`src/rtl/ycr_tapc_pkg.sv`:
```
// Shared TAP controller definitions: FSM state encoding and default IR opcodes.
// Also used by the DR decoder so opcode values stay in one place.
package ycr_tapc_pkg;

  localparam int YCR_TAP_STATE_WIDTH = 4;
  localparam int YCR_TAP_IR_WIDTH    = 5;

  localparam logic [YCR_TAP_IR_WIDTH-1:0] YCR_TAP_IR_IDCODE = 5'h01;
  localparam logic [YCR_TAP_IR_WIDTH-1:0] YCR_TAP_IR_BYPASS = 5'h1F;

  typedef enum logic [YCR_TAP_STATE_WIDTH-1:0] {
    TLR    = 4'h0,
    RTI    = 4'h1,
    SEL_DR = 4'h2,
    CAP_DR = 4'h3,
    SH_DR  = 4'h4,
    EX1_DR = 4'h5,
    PA_DR  = 4'h6,
    EX2_DR = 4'h7,
    UPD_DR = 4'h8,
    SEL_IR = 4'h9,
    CAP_IR = 4'hA,
    SH_IR  = 4'hB,
    EX1_IR = 4'hC,
    PA_IR  = 4'hD,
    EX2_IR = 4'hE,
    UPD_IR = 4'hF
  } type_ycr_tapc_state_e;

endpackage

```
`src/rtl/ycr_tapc_ir.sv`:
```
// TAP instruction register: capture/shift stage plus the update latch that
// drives ir_value. The update latch is reloaded with IDCODE while in Test-Logic-Reset.
module ycr_tapc_ir
  import ycr_tapc_pkg::*;
#(
  parameter int                    YCR_IR_WIDTH  = YCR_TAP_IR_WIDTH,
  parameter logic [YCR_IR_WIDTH-1:0] YCR_IR_IDCODE = YCR_IR_WIDTH'(1)
) (
  input  logic                    clk,
  input  logic                    rst,
  input  logic                    tdi,
  input  logic                    tlr,
  input  logic                    capture,
  input  logic                    shift,
  input  logic                    update,
  output logic                    ir_lsb,
  output logic [YCR_IR_WIDTH-1:0] ir_value
);

  // The two LSBs of the capture pattern are fixed at 2'b01 by 1149.1.
  localparam logic [YCR_IR_WIDTH-1:0] IR_CAPTURE = YCR_IR_WIDTH'(1);

  logic [YCR_IR_WIDTH-1:0] ir_shift;

  always_ff @(posedge clk or posedge rst) begin
    if (rst) begin
      ir_shift <= '0;
    end else if (capture) begin
      ir_shift <= IR_CAPTURE;
    end else if (shift) begin
      ir_shift <= {tdi, ir_shift[YCR_IR_WIDTH-1:1]};
    end
  end

  always_ff @(posedge clk or posedge rst) begin
    if (rst) begin
      ir_value <= YCR_IR_IDCODE;
    end else if (tlr) begin
      ir_value <= YCR_IR_IDCODE;
    end else if (update) begin
      ir_value <= ir_shift;
    end
  end

  assign ir_lsb = ir_shift[0];

endmodule

```
`src/rtl/ycr_tapc_fsm.sv`:
```
// IEEE 1149.1 TAP controller: TMS-driven state machine, BYPASS register,
// per-DR strobes and the registered TDO mux. The IR lives in ycr_tapc_ir.
module ycr_tapc_fsm
  import ycr_tapc_pkg::*;
#(
  parameter int                      YCR_IR_WIDTH  = YCR_TAP_IR_WIDTH,
  parameter logic [YCR_IR_WIDTH-1:0] YCR_IR_IDCODE = YCR_IR_WIDTH'(1),
  parameter logic [YCR_IR_WIDTH-1:0] YCR_IR_BYPASS = {YCR_IR_WIDTH{1'b1}}
) (
  input  logic                    clk,
  input  logic                    rst,
  input  logic                    tms,
  input  logic                    tdi,
  input  logic                    dr_tdo,
  input  logic                    dr_impl,
  output logic                    tdo,
  output logic                    tdo_en,
  output logic                    fsm_rst_n_sync,
  output logic                    fsm_dr_capture,
  output logic                    fsm_dr_shift,
  output logic                    fsm_dr_update,
  output logic [YCR_IR_WIDTH-1:0] ir_value
);

  type_ycr_tapc_state_e state;
  type_ycr_tapc_state_e state_next;

  logic ir_lsb;
  logic bypass_q;
  logic bypass_sel;

  always_ff @(posedge clk or posedge rst) begin
    if (rst) begin
      state <= TLR;
    end else begin
      state <= state_next;
    end
  end

  always_comb begin
    state_next = state;
    unique case (state)
      TLR:    state_next = tms ? TLR    : RTI;
      RTI:    state_next = tms ? SEL_DR : RTI;
      SEL_DR: state_next = tms ? SEL_IR : CAP_DR;
      CAP_DR: state_next = tms ? EX1_DR : SH_DR;
      SH_DR:  state_next = tms ? EX1_DR : SH_DR;
      EX1_DR: state_next = tms ? UPD_DR : PA_DR;
      PA_DR:  state_next = tms ? EX2_DR : PA_DR;
      EX2_DR: state_next = tms ? UPD_DR : SH_DR;
      UPD_DR: state_next = tms ? SEL_DR : RTI;
      SEL_IR: state_next = tms ? TLR    : CAP_IR;
      CAP_IR: state_next = tms ? EX1_IR : SH_IR;
      SH_IR:  state_next = tms ? EX1_IR : SH_IR;
      EX1_IR: state_next = tms ? UPD_IR : PA_IR;
      PA_IR:  state_next = tms ? EX2_IR : PA_IR;
      EX2_IR: state_next = tms ? UPD_IR : SH_IR;
      UPD_IR: state_next = tms ? SEL_DR : RTI;
      default: state_next = TLR;
    endcase
  end

  // Pure decodes of the state register, so each strobe spans a whole TCK cycle.
  always_comb begin
    fsm_rst_n_sync = (state != TLR);
    fsm_dr_capture = (state == CAP_DR);
    fsm_dr_shift   = (state == SH_DR);
    fsm_dr_update  = (state == UPD_DR);
  end

  ycr_tapc_ir #(
    .YCR_IR_WIDTH  (YCR_IR_WIDTH),
    .YCR_IR_IDCODE (YCR_IR_IDCODE)
  ) i_ir (
    .clk      (clk),
    .rst      (rst),
    .tdi      (tdi),
    .tlr      (state == TLR),
    .capture  (state == CAP_IR),
    .shift    (state == SH_IR),
    .update   (state == UPD_IR),
    .ir_lsb   (ir_lsb),
    .ir_value (ir_value)
  );

  assign bypass_sel = (ir_value == YCR_IR_BYPASS) | ~dr_impl;

  always_ff @(posedge clk or posedge rst) begin
    if (rst) begin
      bypass_q <= 1'b0;
    end else if (state == CAP_DR) begin
      bypass_q <= 1'b0;
    end else if (state == SH_DR) begin
      bypass_q <= tdi;
    end
  end

  // TDO holds outside the shift states so the last shifted bit stays on the pin.
  always_ff @(posedge clk or posedge rst) begin
    if (rst) begin
      tdo    <= 1'b0;
      tdo_en <= 1'b0;
    end else begin
      tdo_en <= (state == SH_IR) | (state == SH_DR);
      if (state == SH_IR) begin
        tdo <= ir_lsb;
      end else if (state == SH_DR) begin
        tdo <= bypass_sel ? bypass_q : dr_tdo;
      end
    end
  end

endmodule

```
`config.mk`:
```
export PLATFORM = sky130hd
export DESIGN_NAME = ycr_tapc_fsm
export DESIGN_NICKNAME = d
export VERILOG_FILES = /design/src/rtl/ycr_tapc_pkg.sv /design/src/rtl/ycr_tapc_ir.sv /design/src/rtl/ycr_tapc_fsm.sv
export SDC_FILE = /design/constraint.sdc
export NUM_CORES = 1
export LEC_CHECK = 0
export ABC_AREA = 1
export ABC_CLOCK_PERIOD_IN_PS = 2000
export CAP_MARGIN = 15
export CORE_ASPECT_RATIO = 0.6
export CORE_UTILIZATION = 40
export CTS_CLUSTER_SIZE = 25
export DETAILED_ROUTE_END_ITERATION = 10
export PLACE_DENSITY = 0.64
export SLEW_MARGIN = 40
export SYNTH_ARGS = -nofsm -noshare
export SYNTH_HDL_FRONTEND = slang
export SYNTH_SLANG_ARGS = --single-unit
```
`constraint.sdc`:
```
create_clock -name clk -period 2 [get_ports clk]
set_input_delay 0.4 -clock clk [delete_from_list [all_inputs] [get_ports clk]]
set_output_delay 0.4 -clock clk [all_outputs]
set_load 0.005 [all_outputs]
```
## Yosys cells after proc, flatten, opt, wreduce, memory -nomap -nowiden

Index checks and enable logic that the tools add are counted.

- Output and inout port bits: 11
- Bits in registers: 17
- Bits of input ports: 6
- Word-level logic and storage cells: 56

- Equality and inequality tests: 16
- Bitwise logic cells: 3
- Reduce and logical (&&, ||, !) cells: 9
- Multiplexer cells: 22

Operators with widths:

| cell | number |
|---|---|
| $pmux W4 S12 | 1 |
| $eq A4 B4 Y1 const B | 8 |
| $mux W5 | 4 |
| $eq A4 B3 Y1 const B | 4 |
| $mux W4 | 4 |
| $eq A4 B2 Y1 const B | 2 |
| $mux W1 | 8 |
| $reduce_bool A2 Y1 | 4 |
| $mux W2 | 3 |
| $mux W3 | 2 |
| $eq A5 B5 Y1 const B | 1 |
| $eq A4 B1 Y1 const B | 1 |
| $logic_not A4 Y1 | 1 |
| $reduce_bool A4 Y1 | 1 |
| $reduce_or A2 Y1 | 2 |
| $reduce_or A3 Y1 | 1 |
| $or A1 B1 Y1 | 2 |
| $not A1 Y1 | 1 |

## Depth between registers and ports, before layout

Gate-level depths: netlist (run 1).

- Word-level depth: 5
- Gate-level depth with buffers: 7
- Depth with buffers taken out: 7

## By module

A second synthesis (run 1) with hierarchy kept.

- Cell total of the unflattened synthesis: 140
- Area total of the unflattened synthesis: 987.2 µm²

Modules (own cells, without submodules):

| module | cells each | area each (µm²) | sequential area each (µm²) | instances |
|---|---|---|---|---|
| ycr_tapc_fsm | 95 | 576.8 | 175.2 | 1 |
| ycr_tapc_ir | 45 | 410.4 | 251.5 | 1 |

## Least setup slack after synthesis (run 1)

OpenSTA, ideal clock, no wires.

- Kind: reg-to-output
- From: register state[3]
- To: output fsm_dr_capture
- Arrival time: 0.842 ns
- Cell stages (with the launch flop): 4
- Data required time: 1.600 ns
- Slack: 0.758 ns
- Buffers on the path: 0
- Cells stage by stage: dfrtp_1 > nor2_1 > nand2_1 > inv_1

- Longest elaborated chain between the ends: 1

RTL lines:

| what | RTL line | RTL |
|---|---|---|
| start, declared | ycr_tapc_fsm.sv:25 | `type_ycr_tapc_state_e state;` |
| start signal, assigned | ycr_tapc_fsm.sv:36 | `state <= state_next;` |
| $eq A4 B2 Y1 | ycr_tapc_fsm.sv:66 | `fsm_dr_capture = (state == CAP_DR);` |
| end, declared | ycr_tapc_fsm.sv:19 | `output logic fsm_dr_capture,` |

Every way passes these cells.

## Worst setup path after layout (run 1)

- From: register state[1]
- To: output fsm_dr_capture

The elaborated chain is that of the path after synthesis.

==> results of run 1 <==
timing repair:
action / 4_1_cts / 5_1_grt
buffers inserted: 0 / 6
setup endpoints to repair: 2 / 3
gates resized for setup: 4 / 7
pin swaps: 0 / 1
power groups by stage:
stage               Combinational [W]  Clock [W]  Sequential (W)
floorplan                    0.000392          0        0.000527
global placement             0.000651          0        0.000531
detailed placement           0.000641          0        0.000536
CTS                          0.000658   0.000264        0.000540
global route                 0.000855   0.000281        0.000556
finish                       0.000771   0.000262        0.000541
synth_stat cells (all sizes together):
cell | number | area, um2
nand4 | 1 | 6.260
o211ai | 1 | 12.51
a21oi | 3 | 15.01
dfrtp | 16 | 400.4
dfstp | 1 | 26.28
buf | 1 | 5.000
o21ai | 9 | 45.04
inv | 22 | 82.58
nand2 | 33 | 131.4
nand3 | 16 | 80.08
o22ai | 5 | 31.28
o21bai | 1 | 7.510
nor2 | 11 | 46.29
metrics by stage:
| stage | hold slack [ns] | worst slack (ns) | util (%) | power (W) | instance area [um2] |
|---|---|---|---|---|---|
| after floorplan | 0.3253 | 0.7584 | - | 0.0009185 | 889.6 |
| after global placement | 0.5069 | 0.2447 | 56.04 | 0.001183 | 1102 |
| after detailed placement | 0.5150 | 0.2070 | 56.04 | 0.001177 | 1102 |
| after CTS | 0.4747 | -0.003296 | 58.91 | 0.001462 | 1159 |
| after global routing | 0.4917 | -0.007701 | 62.21 | 0.001692 | 1224 |
| final | 0.4642 | 0.08097 | 62.21 | 0.001573 | 1224 |
how the worst max path moves through the flow:
stage / from / end / slack [ns]
detailed placement: state[1] / fsm_dr_shift / 0.21
finish: state[1] / fsm_dr_capture / 0.08
CTS: state[1] / fsm_dr_shift / -0.003
global placement: state[1] / fsm_dr_shift / 0.24
global route: state[1] / fsm_dr_capture / -0.008
floorplan: state[3] / fsm_dr_capture / 0.76
layer usage:
layer | global-route usage (%) | wire length [um] | up-vias
met2 | 25.27 | 817 | 42
met3 | 5.357 | 159 | 4
met1 | 33.03 | 1207 | 364
li1 | - | - | 441
met4 | 5.233 | 23 | 0
met5 | 0 | 0 | -
cell families after synthesis:
| logic type | Yosys count | share of synthesized area (%) |
|---|---|---|
| simple gates | 61 | 29.68 |
| compound gates | 19 | 12.52 |
| buf+inv | 23 | 9.845 |
| flops | 17 | 47.96 |
worst max-delay path: stages (launching register included):
cell and delay [ns]:
sky130_fd_sc_hd__dfrtp_2 0.42, sky130_fd_sc_hd__nand2_1 0.08, sky130_fd_sc_hd__inv_2 0.10, sky130_fd_sc_hd__nand2_1 0.10
sky130_fd_sc_hd__inv_1 0.07, sky130_fd_sc_hd__clkdlybuf4s50_1 0.49
sequential cells by signal (all words and copies together) (netlist names):
name	cells
bypass_q	1
i_ir.ir_shift	5
i_ir.ir_value	5
state	4
tdo	1
tdo_en	1
area by class of cell:
type	count	area share [%]
inverter	22	6.748
tap	28	2.863
clock buffer	3	3.374
multi-input combinational	80	32.52
timing repair buffer	25	18.81
clock inverter	1	0.4090
sequential	17	35.28
==> summary.log, run 1 <==
qor: run_status.outcome completed
qor: clock_tree.worst_skew_pair.late_latency 0.25 ns
qor: power.total_leakage_power 0.6563 nW
qor: die.initial_utilization 45.23%
qor: sta.final_min_period_over_clock_period 95.95%
qor: die.std_cell_rows 12
qor: placement.numPlacedInstances 166
qor: sta.finalSetupViolations 0
qor: global_routing.first_global_vias 721
qor: sta.timing.final.max_slew_violations 0
qor: die.design.core.area 1967 um2
qor: power.power.combinational.fraction 49.0%
qor: sta.worst_clock_skew 0.002920 ns
qor: sta.worst_pin_slew 0.3471 ns
qor: setup_path.reg2reg_depth 6
qor: final_layout.final_common_cell sky130_fd_sc_hd__nand2_1
qor: setup_path.largest_driver_fanout_on_the_critical_path 6
qor: synth.postSynthAreaPerCell 7.413 um2
qor: die.height_of_the_die 38.53 um
qor: routing.detailedRoute.firstIterationViolations 72
qor: synth.number_of_synthesized_register_bits 17
qor: final_layout.fraction_of_final_layout_cells_sized_beyond_drive_strength_1 18.92%
qor: clock_tree.cts_hold_buf 0
qor: clock_tree.h-tree-depth 1
qor: setup_path.cp-start-kind flop
qor: global_routing.globalRoute.totalOverflow 0
qor: global_routing.grtUsageTotal 20.55%
qor: sta.post-route-min-period 1.919 ns
qor: power.worst_ir_drop_vdd 0.6531 mV
qor: clock_tree.clk_root_buffer_cell sky130_fd_sc_hd__clkbuf_8
qor: clock_tree.clkTransAtPathRegs 0.07 ns
qor: routing.drt_first_pass_iters 4
qor: global_routing.antenna_found_initial 0
qor: routing.routed_wire_length_per_instance 12.54 um
qor: setup_path.setup.worst_path.class reg -> out
qor: sta.maxClockFrequency 521.1 MHz
qor: synth.post_synth_instance_area 889.6 um2
qor: routing.remaining_drc_errors 0
qor: power.net-switching-power 0.0006187 W
qor: die.width_of_the_chip 62.88 um
qor: clock_tree.numCtsBuffers 3
qor: power.share_clk_of_total_power 16.6%
qor: routing.vias 851
qor: synth.synth_cell_type_count 17
qor: global_routing.grt_pass1_wl 3532 um
qor: die.io_pins 17
qor: final_layout.instances_no_fill 176
qor: final_layout.fin_nets 155
qor: sta.timing.max_slew.rel_slack 76.80%
qor: job.drv.max_cap_violation_count 0
qor: sta.fin_setup_tns 0 ns
qor: clock_tree.cts_tree yes
qor: setup_path.timing.rr.end state[1]
qor: placement.place.port_buffers 16
qor: synth.ys.warnings.count 0
qor: synth.synthesis.nets 126
qor: final_layout.synthToLayoutAreaGrowth 37.55%
qor: global_routing.grt_start_max_net_pins 18
qor: sta.finalHoldViolations 0
qor: die.die-area 2423 um2
qor: placement.routabilityCongestion 0.9480
qor: placement.dp_hpwl 1553 um
qor: final_layout.area_of_the_multi_input_gates 397.9 um2
qor: clock_tree.tritoncts_num_sinks 17
qor: power.power.internal 0.0009547 W
qor: power.seqPwrFrac 34.4%
qor: routing.routed_wl 2207 um
qor: clock_tree.clk_path_buf_depth 2
qor: power.switching_share 39.32%
qor: setup_path.wp_data_arrival 1.52 ns
qor: routing.viasPerCell 4.835
qor: final_layout.layout.cells.most_common_list 30 x sky130_fd_sc_hd__nand2_1, 19 x sky130_fd_sc_hd__inv_1, 16 x sky130_fd_sc_hd__nand3_1
qor: routing.antenna_violating_nets_left 0
qor: min_path.hold_class in -> async
qor: synth.synth.yosys.seq_area_share 47.96%
qor: final_layout.fillCellCount 185
qor: setup_path.required_time_of_the_critical_path 1.60 ns
qor: final_layout.diodes 0
qor: setup_path.endpoint_kind output port
qor: final_layout.sequential_cell_area 431.7 um2
qor: power.p_per_area 1286 nW/um2
qor: setup_path.ff2ff_setup_slack 0.52 ns
qor: synth.synth_cells 120
qor: setup_path.r2r_path_start state[2]
No activity file was read; power rests on OpenSTA's default activity.
==> inputs of run 2 (changes only) <==
- HOLD_SLACK_MARGIN: default -> 0.08
- PLACE_DENSITY: 0.64 -> 0.72
==> summary.log, run 2 (same netlist as run 1, synthesis figures left out) <==
qor: placement.place.port_buffers 16
qor: setup_path.cp-start-kind flop
qor: sta.finalSetupViolations 0
qor: die.io_pins 17
qor: clock_tree.h-tree-depth 1
qor: sta.post-route-min-period 1.953 ns
qor: clock_tree.clkTransAtPathRegs 0.07 ns
qor: setup_path.cp_cell_sequence inv_2, nor2_4, nand2_2, inv_1, clkdlybuf4s50_1
qor: die.std_cell_rows 12
qor: setup_path.required_time_of_the_critical_path 1.60 ns
qor: final_layout.largestRegisters i_ir.ir_shift x5, i_ir.ir_value x5, state x4
qor: sta.worst_hold_slack 0.5236 ns
qor: final_layout.final_common_cell sky130_fd_sc_hd__nand2_1
qor: sta.timing.max_slew.rel_slack 57.35%
qor: setup_path.largest_driver_fanout_on_the_critical_path 6
qor: placement.routabilityCongestion 1.007
qor: global_routing.globalRoute.totalOverflow 0
qor: clock_tree.clk_root_buffer_cell sky130_fd_sc_hd__clkbuf_8
qor: job.drv.max_cap_violation_count 0
qor: global_routing.first_global_vias 731
qor: global_routing.grtUsageTotal 19.13%
qor: final_layout.fin_nets 153
qor: global_routing.grt_start_max_net_pins 18
qor: sta.timing.final.max_slew_violations 0
qor: clock_tree.cts_tree yes
qor: clock_tree.worst_skew_pair.late_latency 0.25 ns
qor: routing.remaining_drc_errors 0
qor: power.total_leakage_power 0.6192 nW
qor: power.p_total 0.001536 W
qor: final_layout.fillCellCount 169
qor: global_routing.grt_pass1_wl 3367 um
qor: sta.fin_setup_tns 0 ns
qor: clock_tree.clk_path_buf_depth 2
qor: final_layout.sequential_cell_area 431.7 um2
qor: final_layout.layout.cells.most_common_list 30 x sky130_fd_sc_hd__nand2_1, 18 x sky130_fd_sc_hd__inv_1, 16 x sky130_fd_sc_hd__nand3_1, 16 x sky130_fd_sc_hd__clkdlybuf4s50_1, 12 x sky130_fd_sc_hd__dfrtp_1
qor: min_path.hold_class reg -> reg
qor: die.die-area 2423 um2
qor: setup_path.endpoint_kind output port
qor: setup_path.setup.worst_path.class reg -> out
qor: final_layout.area_of_the_multi_input_gates 395.4 um2
qor: die.initial_utilization 45.23%
qor: power.worst_ir_drop_vdd 0.8168 mV
qor: power.p_per_area 1278 nW/um2
qor: sta.worst_pin_slew 0.6390 ns
qor: clock_tree.tritoncts_num_sinks 17
qor: final_layout.final_core_util 61.13%
qor: die.width_of_the_chip 62.88 um
qor: run_status.outcome completed
qor: setup_path.critical_path.max_stage_delay 0.49 ns
qor: final_layout.synthToLayoutAreaGrowth 35.16%
qor: die.design.core.area 1967 um2
qor: routing.routed_wl 2180 um
qor: final_layout.diodes 0
qor: final_layout.fraction_of_final_layout_cells_sized_beyond_drive_strength_1 18.49%
qor: sta.final_min_period_over_clock_period 97.64%
qor: global_routing.antenna_found_initial 0
qor: sta.setup_ws 0.04727 ns
qor: routing.routed_wire_length_per_instance 12.53 um
qor: setup_path.worst_path_max_delay_cell sky130_fd_sc_hd__clkdlybuf4s50_1
qor: die.height_of_the_die 38.53 um
qor: sta.finalHoldViolations 0
qor: routing.drt_first_pass_iters 4
qor: setup_path.cp.buffers_inverters 3
qor: clock_tree.cts_hold_buf 0
qor: routing.viasPerCell 5.103
qor: clock_tree.numCtsBuffers 3
qor: setup_path.wp_data_arrival 1.55 ns
qor: routing.antenna_violating_nets_left 0
qor: placement.post-place-ws 0.2112 ns
qor: setup_path.cp_top_family buffers and inverters
qor: sta.maxClockFrequency 512.1 MHz
qor: routing.detailedRoute.firstIterationViolations 61
qor: placement.dp_hpwl 1539 um
qor: sta.worst_clock_skew 0.006951 ns
qor: routing.vias 888
[run 2: cell types whose count changed in the layout (fill, tap and decap cells not counted), sizes merged]
cell           delta
buf               -2
clkbuf            +1
clkdlybuf4s50     +1
clkinv            -1
dlymetal6s2s      -1
[run 2: layout make-up]
cell class	instances	share of cell area, %
Tap cell	28	2.914
Multi-Input combinational cell	80	32.88
Inverter	22	6.868
Sequential cell	17	35.90
Timing Repair Buffer	23	17.69
Clock buffer	4	3.746
[run 2: repair_timing]
action,in CTS,in global routing
pin swaps,0,2
resized for setup,1,10
buffers inserted,0,5
endpoints found under the setup margin,2,4
[run 2: worst paths after layout]
kind,startpoint,to,slack (ns),cells past startpoint
setup reg to reg,state[1],state[1],0.48,7
min in group asynchronous,rst,tdo,0.54,2
max in group asynchronous,rst,state[1],1.00,2
hold reg to reg,i_ir.ir_shift[1],i_ir.ir_shift[0],0.52,2
setup / recovery,state[2],fsm_dr_shift,0.05,5
hold / removal,i_ir.ir_shift[1],i_ir.ir_shift[0],0.52,2
[run 2: metrics by stage]
| stage | std cells | instance area, um2 |
|---|---|---|
| final | 174 | 1202 |
| after global routing | 174 | 1202 |
| after CTS | 169 | 1142 |
| after detailed placement | 165 | 1095 |
| after global placement | 165 | 1095 |
| after floorplan | 120 | 889.6 |
[run 2: power by group]
| group | leakage [nW] | internal, W | switching, W | total [W] |
|---|---|---|---|---|
| registers | 0.216 | 0.000468 | 0.0000920 | 0.000560 |
| clock network | 0.0228 | 0.000141 | 0.000109 | 0.000250 |
| logic | 0.380 | 0.000336 | 0.000390 | 0.000726 |
| total | 0.619 | 0.000944 | 0.000592 | 0.00154 |
[run 2: tightest hold or removal path, stage by stage (launching register included)]
cell and delay, ns:
sky130_fd_sc_hd__dfrtp_1 0.34, sky130_fd_sc_hd__nor2_1 0.05, sky130_fd_sc_hd__a21oi_1 0.10
[run 2: layer usage]
metal  GRT usage [%]  share of wire [%]
met5               0                  0
met2           27.69                 40
met1           26.47                 50
met3           7.738                9.5
met4           4.070               0.55
==> inputs of run 3 (changes only) <==
- CAP_MARGIN: 15 -> 25
==> results of run 3 <==
Same layout as run 2: the final DEF is identical, and so are final timing and power.
